[src/rtl/xoodyak_tag_check.sv]
// xoodyak_tag_check: constant-time comparison of a computed Xoodyak tag
// against a received reference tag.
//
// The computed tag arrives byte-serially from the duplex core (no
// backpressure) and is buffered. The reference tag is pulled through a
// ready/valid handshake, one byte at a time, as soon as the matching
// computed byte is in the buffer. Every byte of the tag is always
// consumed, whether or not an earlier byte mismatched, so the time to the
// result does not depend on where the tags differ.
//
// Optional feature: define XOODYAK_TAG_TIMEOUT_EN to abort a check that
// sees TIMEOUT_CYCLES consecutive cycles without progress. When it is
// undefined, no timeout logic is built and a stalled check waits forever.

module xoodyak_tag_check #(
    parameter int MAX_TAG_BYTES  = 16,
    parameter int TIMEOUT_CYCLES = 1024
) (
    input  logic       clk,
    input  logic       rst,
    input  logic       start,
    input  logic [4:0] tag_len,
    input  logic [7:0] squeeze_data,
    input  logic       squeeze_valid,
    input  logic [7:0] ref_data,
    input  logic       ref_valid,
    output logic       ref_ready,
    output logic       busy,
    output logic       done,
    output logic       tag_ok,
    output logic       err
);

    // Buffer address width; pointers stay 5 bits, only the low bits index.
    localparam int         AW      = (MAX_TAG_BYTES > 1) ? $clog2(MAX_TAG_BYTES) : 1;
    localparam logic [5:0] MAX_LEN = 6'(MAX_TAG_BYTES);

    typedef enum logic [1:0] {
        ST_IDLE,
        ST_COLLECT,
        ST_DONE
    } state_t;

    state_t     state_q, state_d;
    logic [4:0] len_q, len_d;
    logic [4:0] wr_ptr_q, wr_ptr_d;
    logic [4:0] rd_ptr_q, rd_ptr_d;
    logic [7:0] diff_q, diff_d;
    logic       err_q, err_d;
    logic       tag_ok_q, tag_ok_d;

    // Computed-tag byte buffer.
    logic [7:0] tag_buf [MAX_TAG_BYTES];
    logic       buf_wr;

    logic       len_valid;
    logic       sq_fire;
    logic       ref_fire;
    logic [7:0] rd_byte;
    logic [7:0] diff_upd;

`ifdef XOODYAK_TAG_TIMEOUT_EN
    localparam int CW = $clog2(TIMEOUT_CYCLES + 1);
    logic [CW-1:0] idle_cnt_q, idle_cnt_d;
`endif

    // Outputs decoded from registered state only.
    assign busy      = (state_q == ST_COLLECT);
    assign done      = (state_q == ST_DONE);
    assign ref_ready = (state_q == ST_COLLECT) && (rd_ptr_q < wr_ptr_q);
    assign tag_ok    = tag_ok_q;
    assign err       = err_q;

    // Reference byte is compared against the buffered computed byte.
    assign rd_byte  = tag_buf[rd_ptr_q[AW-1:0]];
    assign diff_upd = diff_q | (rd_byte ^ ref_data);

    // Next-state and datapath control.
    always_comb begin
        // NOTE: every variable assigned here gets a default first, so no
        // path through the case can leave one unassigned and infer a latch.
        state_d   = state_q;
        len_d     = len_q;
        wr_ptr_d  = wr_ptr_q;
        rd_ptr_d  = rd_ptr_q;
        diff_d    = diff_q;
        err_d     = err_q;
        tag_ok_d  = tag_ok_q;
        buf_wr    = 1'b0;
        sq_fire   = 1'b0;
        ref_fire  = 1'b0;
        len_valid = (tag_len != 5'd0) && ({1'b0, tag_len} <= MAX_LEN);
`ifdef XOODYAK_TAG_TIMEOUT_EN
        idle_cnt_d = idle_cnt_q;
`endif

        unique case (state_q)
            ST_IDLE: begin
                if (start) begin
                    // Accepted start: clear the previous result and pointers.
                    wr_ptr_d = 5'd0;
                    rd_ptr_d = 5'd0;
                    diff_d   = 8'd0;
                    tag_ok_d = 1'b0;
`ifdef XOODYAK_TAG_TIMEOUT_EN
                    idle_cnt_d = '0;
`endif
                    if (len_valid) begin
                        len_d   = tag_len;
                        err_d   = 1'b0;
                        state_d = ST_COLLECT;
                    end else begin
                        // Impossible length: report an error immediately.
                        err_d   = 1'b1;
                        state_d = ST_DONE;
                    end
                end
            end

            ST_COLLECT: begin
                sq_fire  = squeeze_valid && (wr_ptr_q < len_q);
                ref_fire = ref_valid && ref_ready;

                if (sq_fire) begin
                    buf_wr   = 1'b1;
                    wr_ptr_d = wr_ptr_q + 5'd1;
                end else if (squeeze_valid) begin
                    // More computed bytes than the tag holds: overflow.
                    err_d = 1'b1;
                end

                if (ref_fire) begin
                    diff_d   = diff_upd;
                    rd_ptr_d = rd_ptr_q + 5'd1;
                    if (rd_ptr_d == len_q) begin
                        state_d  = ST_DONE;
                        tag_ok_d = (diff_upd == 8'd0) && !err_d;
                    end
                end

`ifdef XOODYAK_TAG_TIMEOUT_EN
                // Count consecutive cycles with neither a write nor a read.
                if (sq_fire || ref_fire) begin
                    idle_cnt_d = '0;
                end else begin
                    idle_cnt_d = idle_cnt_q + 1'b1;
                    if (idle_cnt_d == CW'(TIMEOUT_CYCLES)) begin
                        state_d  = ST_DONE;
                        err_d    = 1'b1;
                        tag_ok_d = 1'b0;
                    end
                end
`endif
            end

            ST_DONE: begin
                // Result is presented for exactly one cycle.
                state_d = ST_IDLE;
            end

            default: begin
                state_d = ST_IDLE;
            end
        endcase
    end

    // Control and result registers, synchronous reset.
    always_ff @(posedge clk) begin
        // NOTE: sequential state uses non-blocking assignments so every
        // register samples the pre-edge values of the others.
        if (rst) begin
            state_q  <= ST_IDLE;
            len_q    <= 5'd0;
            wr_ptr_q <= 5'd0;
            rd_ptr_q <= 5'd0;
            diff_q   <= 8'd0;
            err_q    <= 1'b0;
            tag_ok_q <= 1'b0;
`ifdef XOODYAK_TAG_TIMEOUT_EN
            idle_cnt_q <= '0;
`endif
        end else begin
            state_q  <= state_d;
            len_q    <= len_d;
            wr_ptr_q <= wr_ptr_d;
            rd_ptr_q <= rd_ptr_d;
            diff_q   <= diff_d;
            err_q    <= err_d;
            tag_ok_q <= tag_ok_d;
`ifdef XOODYAK_TAG_TIMEOUT_EN
            idle_cnt_q <= idle_cnt_d;
`endif
        end
    end

    // Tag buffer write port.
    always_ff @(posedge clk) begin
        // NOTE: the buffer is deliberately not reset; a byte is only ever
        // read after it was written in the same check.
        if (buf_wr) begin
            tag_buf[wr_ptr_q[AW-1:0]] <= squeeze_data;
        end
    end

endmodule

[config.mk]
export PLATFORM = sky130hd
export DESIGN_NAME = xoodyak_tag_check
export DESIGN_NICKNAME = d
export VERILOG_FILES = /design/src/rtl/xoodyak_tag_check.sv
export SDC_FILE = /design/constraint.sdc
export NUM_CORES = 1
export LEC_CHECK = 0
export ABC_AREA = 0
export CELL_PAD_IN_SITES_DETAIL_PLACEMENT = 0
export CELL_PAD_IN_SITES_GLOBAL_PLACEMENT = 1
export CORE_MARGIN = 4
export CORE_UTILIZATION = 48
export CTS_CLUSTER_DIAMETER = 200
export CTS_CLUSTER_SIZE = 28
export DETAILED_ROUTE_END_ITERATION = 10
export PLACE_DENSITY = 0.81
export RECOVER_POWER = 50
export SYNTH_ARGS = -nofsm -noshare
export SYNTH_HDL_FRONTEND = slang
export SYNTH_SLANG_ARGS = --single-unit
[constraint.sdc]
create_clock -name clk -period 8.54 [get_ports clk]
set_clock_uncertainty 0.15 [all_clocks]
set_input_delay 1.281 -clock clk [delete_from_list [all_inputs] [get_ports clk]]
set_output_delay 1.281 -clock clk [all_outputs]
set_load 0.01 [all_outputs]
==> results of run 1 <==
per-stage QoR:
| stage | power, µW | hold WS [ns] | cells | area, µm² |
|---|---|---|---|---|
| after global routing | 1700 | 0.346 | 662 | 7720 |
| after floorplan | 888 | 0.292 | 439 | 6710 |
| after global placement | 922 | 0.301 | 631 | 7150 |
| final | 1650 | 0.319 | 662 | 7720 |
| after CTS | 1660 | 0.320 | 662 | 7730 |
| after detailed placement | 924 | 0.311 | 631 | 7150 |
cell usage in the layout, fill, tap and decap left out, drive strengths merged, types with 5 or more instances in the layout:
cell	count
xnor2	10
nor3	10
nand2b	7
nand2	19
nor2b	5
inv	16
ha	13
mux2	8
a21oi	15
dlygate4sd3	9
clkinv	7
nor2	44
a211oi	7
o22ai	10
xor2	7
clkbuf	20
mux4	28
edfxtp	128
mux2i	8
o21ai	12
clkdlybuf4s50	21
a22oi	7
dfxtp	31
worst min-delay path: cells and delay by family (launching register included):
family / cells / cell delay (ns)
AO/OA/AOI/OAI: 1 / 0.05
flip-flops: 1 / 0.32
AND/OR/NAND/NOR: 1 / 0.06
flip-flops by register name, summed over array words and instances (netlist names), named ones only:
name and cells:
diff_q 8, wr_ptr_q 5, tag_buf 128, rd_ptr_q 5, tag_ok 1, len_q 5, state_q 2, err 1
power groups by stage:
stage	clock network, µW	logic, µW	registers [µW]
2_1_floorplan	0	28.1	859
3_5_place_dp	0	63.4	861
6_report	743	62.3	844
4_1_cts	753	63.7	844
5_1_grt	790	68.6	844
3_3_place_gp	0	61.7	860
worst min path at each step:
stage,to,cells past startpoint
floorplan,diff_q[1]$_SDFFE_PP0P_,2
global placement,diff_q[2]$_SDFFE_PP0P_,2
detailed placement,diff_q[3]$_SDFFE_PP0P_,2
CTS,diff_q[3]$_SDFFE_PP0P_,2
global route,diff_q[3]$_SDFFE_PP0P_,2
finish,diff_q[3]$_SDFFE_PP0P_,2
cell usage after synthesis (7+ instances only):
| master | number |
|---|---|
| clkbuf_1 | 9 |
| nand2b_1 | 7 |
| xor2_1 | 7 |
| o21ai_0 | 12 |
| a22oi_1 | 7 |
| a21oi_1 | 15 |
| dfxtp_1 | 31 |
| nand2_1 | 19 |
| edfxtp_1 | 128 |
| mux2_2 | 8 |
| a211oi_1 | 7 |
| ha_1 | 13 |
| mux4_2 | 19 |
| inv_1 | 16 |
| xnor2_1 | 10 |
| mux2i_1 | 8 |
| nor3_1 | 10 |
| nor2_1 | 44 |
| o22ai_1 | 10 |
| mux4_1 | 9 |
routing by layer:
| metal | vias to the layer above | track usage, % |
|---|---|---|
| met5 | - | 0 |
| met4 | 0 | 8.20 |
| met3 | 26 | 5.76 |
| met2 | 139 | 30.6 |
| met1 | 1947 | 24.7 |
| li1 | 1765 | - |
layout make-up:
class / instances / area [µm²]
Fill cell: 1064 / 5730
Clock buffer: 19 / 433
Sequential cell: 159 / 4460
Tap cell: 176 / 220
Timing Repair Buffer: 33 / 319
Inverter: 16 / 60.1
Multi-Input combinational cell: 247 / 2080
Clock inverter: 12 / 145
logic make-up (layout without fill, tap and decap cells):
kind of cell	after synthesis	count (layout)	synth area share, %
compound gates	65	65	6.45
xor+xnor	17	17	2.22
fa+ha+maj	13	13	2.42
buf+inv	33	80	2.33
flops	159	159	66.6
mux	44	44	12.4
simple gates	108	108	7.57
==> impl_metrics.csv, run 1 <==
group,metric,value,unit
outcome,status,"finished, violations left",
outcome,violations,"max-capacitance violations, max-slew violations",
cts,holdBufCountCts,0,
global_routing,grt_first_pass_wirelength,23.0,mm
worst_setup_path,worstSetupPathType,"register to register",
job,maxCapViolCount,1,
yosys,synth_top_cell_by_area,"edfxtp_1",
finish,fin_nets,513,
power_and_ir_drop,p_sw_share,20.0,%
floorplan,pin_count,31,
global_routing,grt_pass1_vias,3988,
power_and_ir_drop,power_density,214,mW/mm²
worst_setup_path,max_stage_delay,1.41,ns
drt,dr_wl_met3,916,µm
worst_setup_path,critical_path.cell_chain,"clkbuf_1, mux4_1, a22oi_1, nand2_1, xnor2_1, nand2b_1, or3_1, o41ai_2",
yosys,ys_ff_latch,159,
global_routing,antenna_found_initial,0,
drt,top_layer,"met4",
power_and_ir_drop,pwr-share-clk,45.0,%
global_routing,grt_start_max_net_pins,37,
timing,worstMarginPinSlew,1.97,ns
cts,cts_buffer_depth,2,
power_and_ir_drop,p_leak,0.00256,µW
power_and_ir_drop,vdd_drop_max,0.130,mV
drt,vias,3877,
yosys,synthArstFlopShare,0,%
placement,io_buffers,30,
worst_setup_path,cp_num_buf_inv,1,
yosys,synth.net_count,478,
yosys,synth.avg_cell_area,15.3,µm²
worst_setup_path,crit_arrival,4.21,ns
cts,post_cts_buffers,0,
timing,hold_viol,0,
yosys,synth_area_leaders,"edfxtp_1, dfxtp_1, mux4_2, mux4_1, nor2_1",
drt,wl_per_cell,21.8,µm
worst_setup_path,critPathLaunchType,"register",
power_and_ir_drop,comb_power_share,3.8,%
finish,drive_above_1_share,11.9,%
timing,slew-limit-headroom,-31.4,%
cts,cts_buffers,17,
cts,root_buffer,"clkbuf_16",
worst_setup_path,crit_path_top_delay_cell,"clkbuf_1",
yosys,synth-seq-area-share,66.6,%
worst_setup_path,r2r-end,"tag_ok$_SDFFE_PP0P_",
drt,ant_nets,0,
worst_setup_path,crit_fanout,25,
timing,slew_viol_final,26,
cts,clkSlewWorstSetupHoldPaths,0.06,ns
timing,post-route-period-util,47.3,%
floorplan,die_area,0.0159,mm²
floorplan,die_h,126,µm
floorplan,fp.dieW,126,µm
worst_setup_path,worstSetupPathDepth,8,
drt,viasPerCell,5.86,
drt,drt-pass1-iter-count,5,
worst_hold_path,hold_path.class,"register to register",
worst_setup_path,setup.worst_path.end,"tag_ok$_SDFFE_PP0P_",
global_routing,grt-ovfl-total,0,
drt,drc,0,
worst_hold_path,holdCritStartpoint,"diff_q[3]$_SDFFE_PP0P_",
cts,cts_tree,"yes",
floorplan,row_count,42,
timing,setup_ws,4.50,ns
drt,met1_length,6.10,mm
drt,dr_wl_met2,7.04,mm
worst_setup_path,required,8.71,ns
drt,drt_wl_total,14.4,mm
drt,drt_iter0_markers,296,
yosys,synth_top_area_share,57.3,%
timing,setup_viol,0,
placement,routabilityCongestion,0.843,
power_and_ir_drop,power_switching,330,µW
yosys,synth-main-ff-cell,"edfxtp_1",
finish,final_core_util,57.4,%
worst_setup_path,critPathCaptureType,"register",
timing,max_freq,248,MHz
cts,cts_resized,0,
power_and_ir_drop,seqPwrFrac,51.2,%
timing,layout_min_cycle_time,4.04,ns
placement,dp.final_hpwl,9.80,mm
worst_setup_path,crit_family,"buffers and inverters",
cts,cts_htree_levels,4,
timing,rsz0062_at_grt,"no",
timing,setup_tns,0,ns
worst_setup_path,reg2reg_depth,8,
yosys,netlist-cell-type-count,47,
placement,pre_cts_slack,4.64,ns
worst_setup_path,rrSetupSlack,4.50,ns
cts,clock_sinks,159,
yosys,syn_inst,439,
power_and_ir_drop,internal-power,1320,µW
yosys,synth_enable_flop_cells,128,
floorplan,start_util,49.9,%
cts,clk_latency,0.42,ns
yosys,syn-cell-area,0.00671,mm²
finish,area_growth,15.1,%
floorplan,core_area,0.0135,mm²
global_routing,track_usage,19.2,%
yosys,ys_warn_count,0,
finish,diodes,0,
Note: power is estimated with default switching activity, not from simulation.
==> run 2, diff against run 1 <==
- CORE_UTILIZATION: 48 -> 46
- clock period: 8.54 -> 3.4 ns (I/O delays scaled with it)
==> impl_metrics.csv, run 2 (synthesized netlist as in run 1, its figures left out) <==
group,metric,value,unit
outcome,status,"complete, no violations",
cts,clkSlewWorstSetupHoldPaths,0.06,ns
cts,cts_resized,0,
worst_setup_path,crit_arrival,2.50,ns
worst_hold_path,holdCritStartpoint,"diff_q[3]$_SDFFE_PP0P_",
finish,largest_reg_flops,128,
timing,rsz0062_at_grt,"no",
timing,hold_viol,0,
job,maxCapViolCount,0,
drt,drc,0,
drt,vias,3938,
finish,diodes,0,
worst_setup_path,reg2reg_depth,9,
placement,pre_cts_slack,0.635,ns
cts,post_cts_buffers,0,
worst_setup_path,r2r_start,"len_q[2]$_SDFFE_PP0P_",
floorplan,row_count,43,
timing,setup_viol,0,
timing,slew-limit-headroom,41.2,%
timing,whs,0.312,ns
global_routing,grt_first_pass_wirelength,22.3,mm
finish,final_cell_mix,"edfxtp_1, nor2_1, dfxtp_1",
cts,clock_sinks,159,
worst_hold_path,whs_path_depth,2,
worst_setup_path,rrSetupSlack,0.57,ns
placement,dp.final_hpwl,9.50,mm
drt,ant_nets,0,
finish,final_core_util,55.8,%
global_routing,antenna_found_initial,0,
timing,layout_min_cycle_time,3.16,ns
timing,max_freq,317,MHz
worst_setup_path,r2r-end,"tag_buf[4][4]$_DFFE_PP_",
finish,fin_nets,531,
finish,drive_above_1_share,15.6,%
worst_setup_path,crit_fanout,9,
finish,area_growth,17.2,%
drt,wl_per_cell,20.9,µm
floorplan,core_area,0.0141,mm²
timing,post-route-period-util,92.9,%
drt,drt_wl_total,14.3,mm
global_routing,track_usage,18.3,%
cts,cts_buffer_depth,2,
global_routing,grt-ovfl-total,0,
worst_setup_path,critPathLaunchType,"register",
floorplan,die_h,129,µm
floorplan,fp.dieW,129,µm
floorplan,die_area,0.0166,mm²
drt,drt_iter0_markers,316,
timing,worstMarginPinSlew,0.880,ns
cts,cts_buffers,17,
power_and_ir_drop,vdd_drop_max,0.387,mV
placement,io_buffers,30,
worst_hold_path,hold_path.class,"register to register",
placement,place_inst,653,
worst_setup_path,max_stage_delay,0.53,ns
power_and_ir_drop,p_leak,0.00265,µW
timing,slew_viol_final,0,
cts,cts_tree,"yes",
global_routing,grt_start_max_net_pins,37,
finish,instances_no_fill,685,
worst_setup_path,crit_path_top_delay_cell,"clkdlybuf4s50_1",
worst_setup_path,worstSetupPathType,"register to primary output",
cts,holdBufCountCts,0,
worst_setup_path,required,2.74,ns
floorplan,start_util,47.6,%
drt,drt-pass1-iter-count,5,
timing,setup_ws,0.243,ns
drt,viasPerCell,5.75,
power_and_ir_drop,power_density,512,mW/mm²
cts,root_buffer,"clkbuf_16",
worst_setup_path,critical_path.cell_chain,"inv_1, ha_1, or2_2, a31oi_1, o21a_1, clkdlybuf4s50_1",
floorplan,pin_count,31,
cts,cts_htree_levels,4,
global_routing,grt_pass1_vias,3947,
worst_hold_path,hold_path_end,"diff_q[3]$_SDFFE_PP0P_",
timing,setup_tns,0,ns
finish,layout_commonest_cell,"edfxtp_1",
worst_setup_path,critPathCaptureType,"primary output",
worst_setup_path,startpoint,"wr_ptr_q[2]$_SDFFE_PP0P_",
cts,clk_latency,0.43,ns
placement,routabilityCongestion,0.827,
run 2: cell count changes in the layout (fill, tap and decap cells not counted), sizes merged:
cell / previous run / this run
buf: 2 / 20
bufinv: 3 / 1
clkbuf: 20 / 19
clkdlybuf4s50: 21 / 18
clkinv: 7 / 8
clkinvlp: 2 / 3
dlygate4sd3: 9 / 12
inv: 16 / 18
run 2: report_power, final:
| part | total, µW | internal (µW) | switching (µW) |
|---|---|---|---|
| clock | 1750 | 1000 | 752 |
| combinational | 152 | 62.5 | 89.0 |
| sequential | 2120 | 2110 | 10.3 |
| total | 4020 | 3170 | 851 |
run 2: worst max-delay path by stage:
stage	to	slack, ns	cells after the start
after floorplan	tag_buf[3][0]$_DFFE_PP_	0.55	9
after global placement	tag_buf[4][1]$_DFFE_PP_	0.65	9
after detailed placement	tag_buf[3][3]$_DFFE_PP_	0.64	9
after CTS	ref_ready	0.23	6
after global routing	ref_ready	0.11	6
final	ref_ready	0.24	6
run 2: final cells by class:
| class | count | area (µm²) |
|---|---|---|
| Sequential cell | 159 | 4460 |
| Tap cell | 180 | 225 |
| Timing Repair Buffer | 51 | 479 |
| Multi-Input combinational cell | 247 | 2090 |
| Clock inverter | 14 | 118 |
| Inverter | 16 | 60.1 |
| Clock buffer | 18 | 429 |
| Fill cell | 1093 | 6230 |
run 2: routing by layer:
| layer | part of all wire (%) | routed length (µm) | GRT usage [%] |
|---|---|---|---|
| met1 | 45 | 6410 | 25.2 |
| met2 | 47 | 6760 | 28.4 |
| met4 | 1.8 | 263 | 6.11 |
| met5 | 0 | 0 | 0 |
| met3 | 6.3 | 899 | 5.11 |
run 2: through the flow:
step | power, µW | cell area, µm²
finish | 4020 | 7860
floorplan | 2230 | 6710
CTS | 4060 | 7870
global route | 4160 | 7860
global placement | 2310 | 7320
detailed placement | 2320 | 7320
run 2: critical path: cells and delay by family, from the launching register on:
family / cells / cell delay [ns]
and+or+nand+nor: 1 / 0.31
adders and majority gates: 1 / 0.30
buffers and inverters: 2 / 0.67
AOI/OAI and AO/OA: 2 / 0.31
DFF: 1 / 0.48
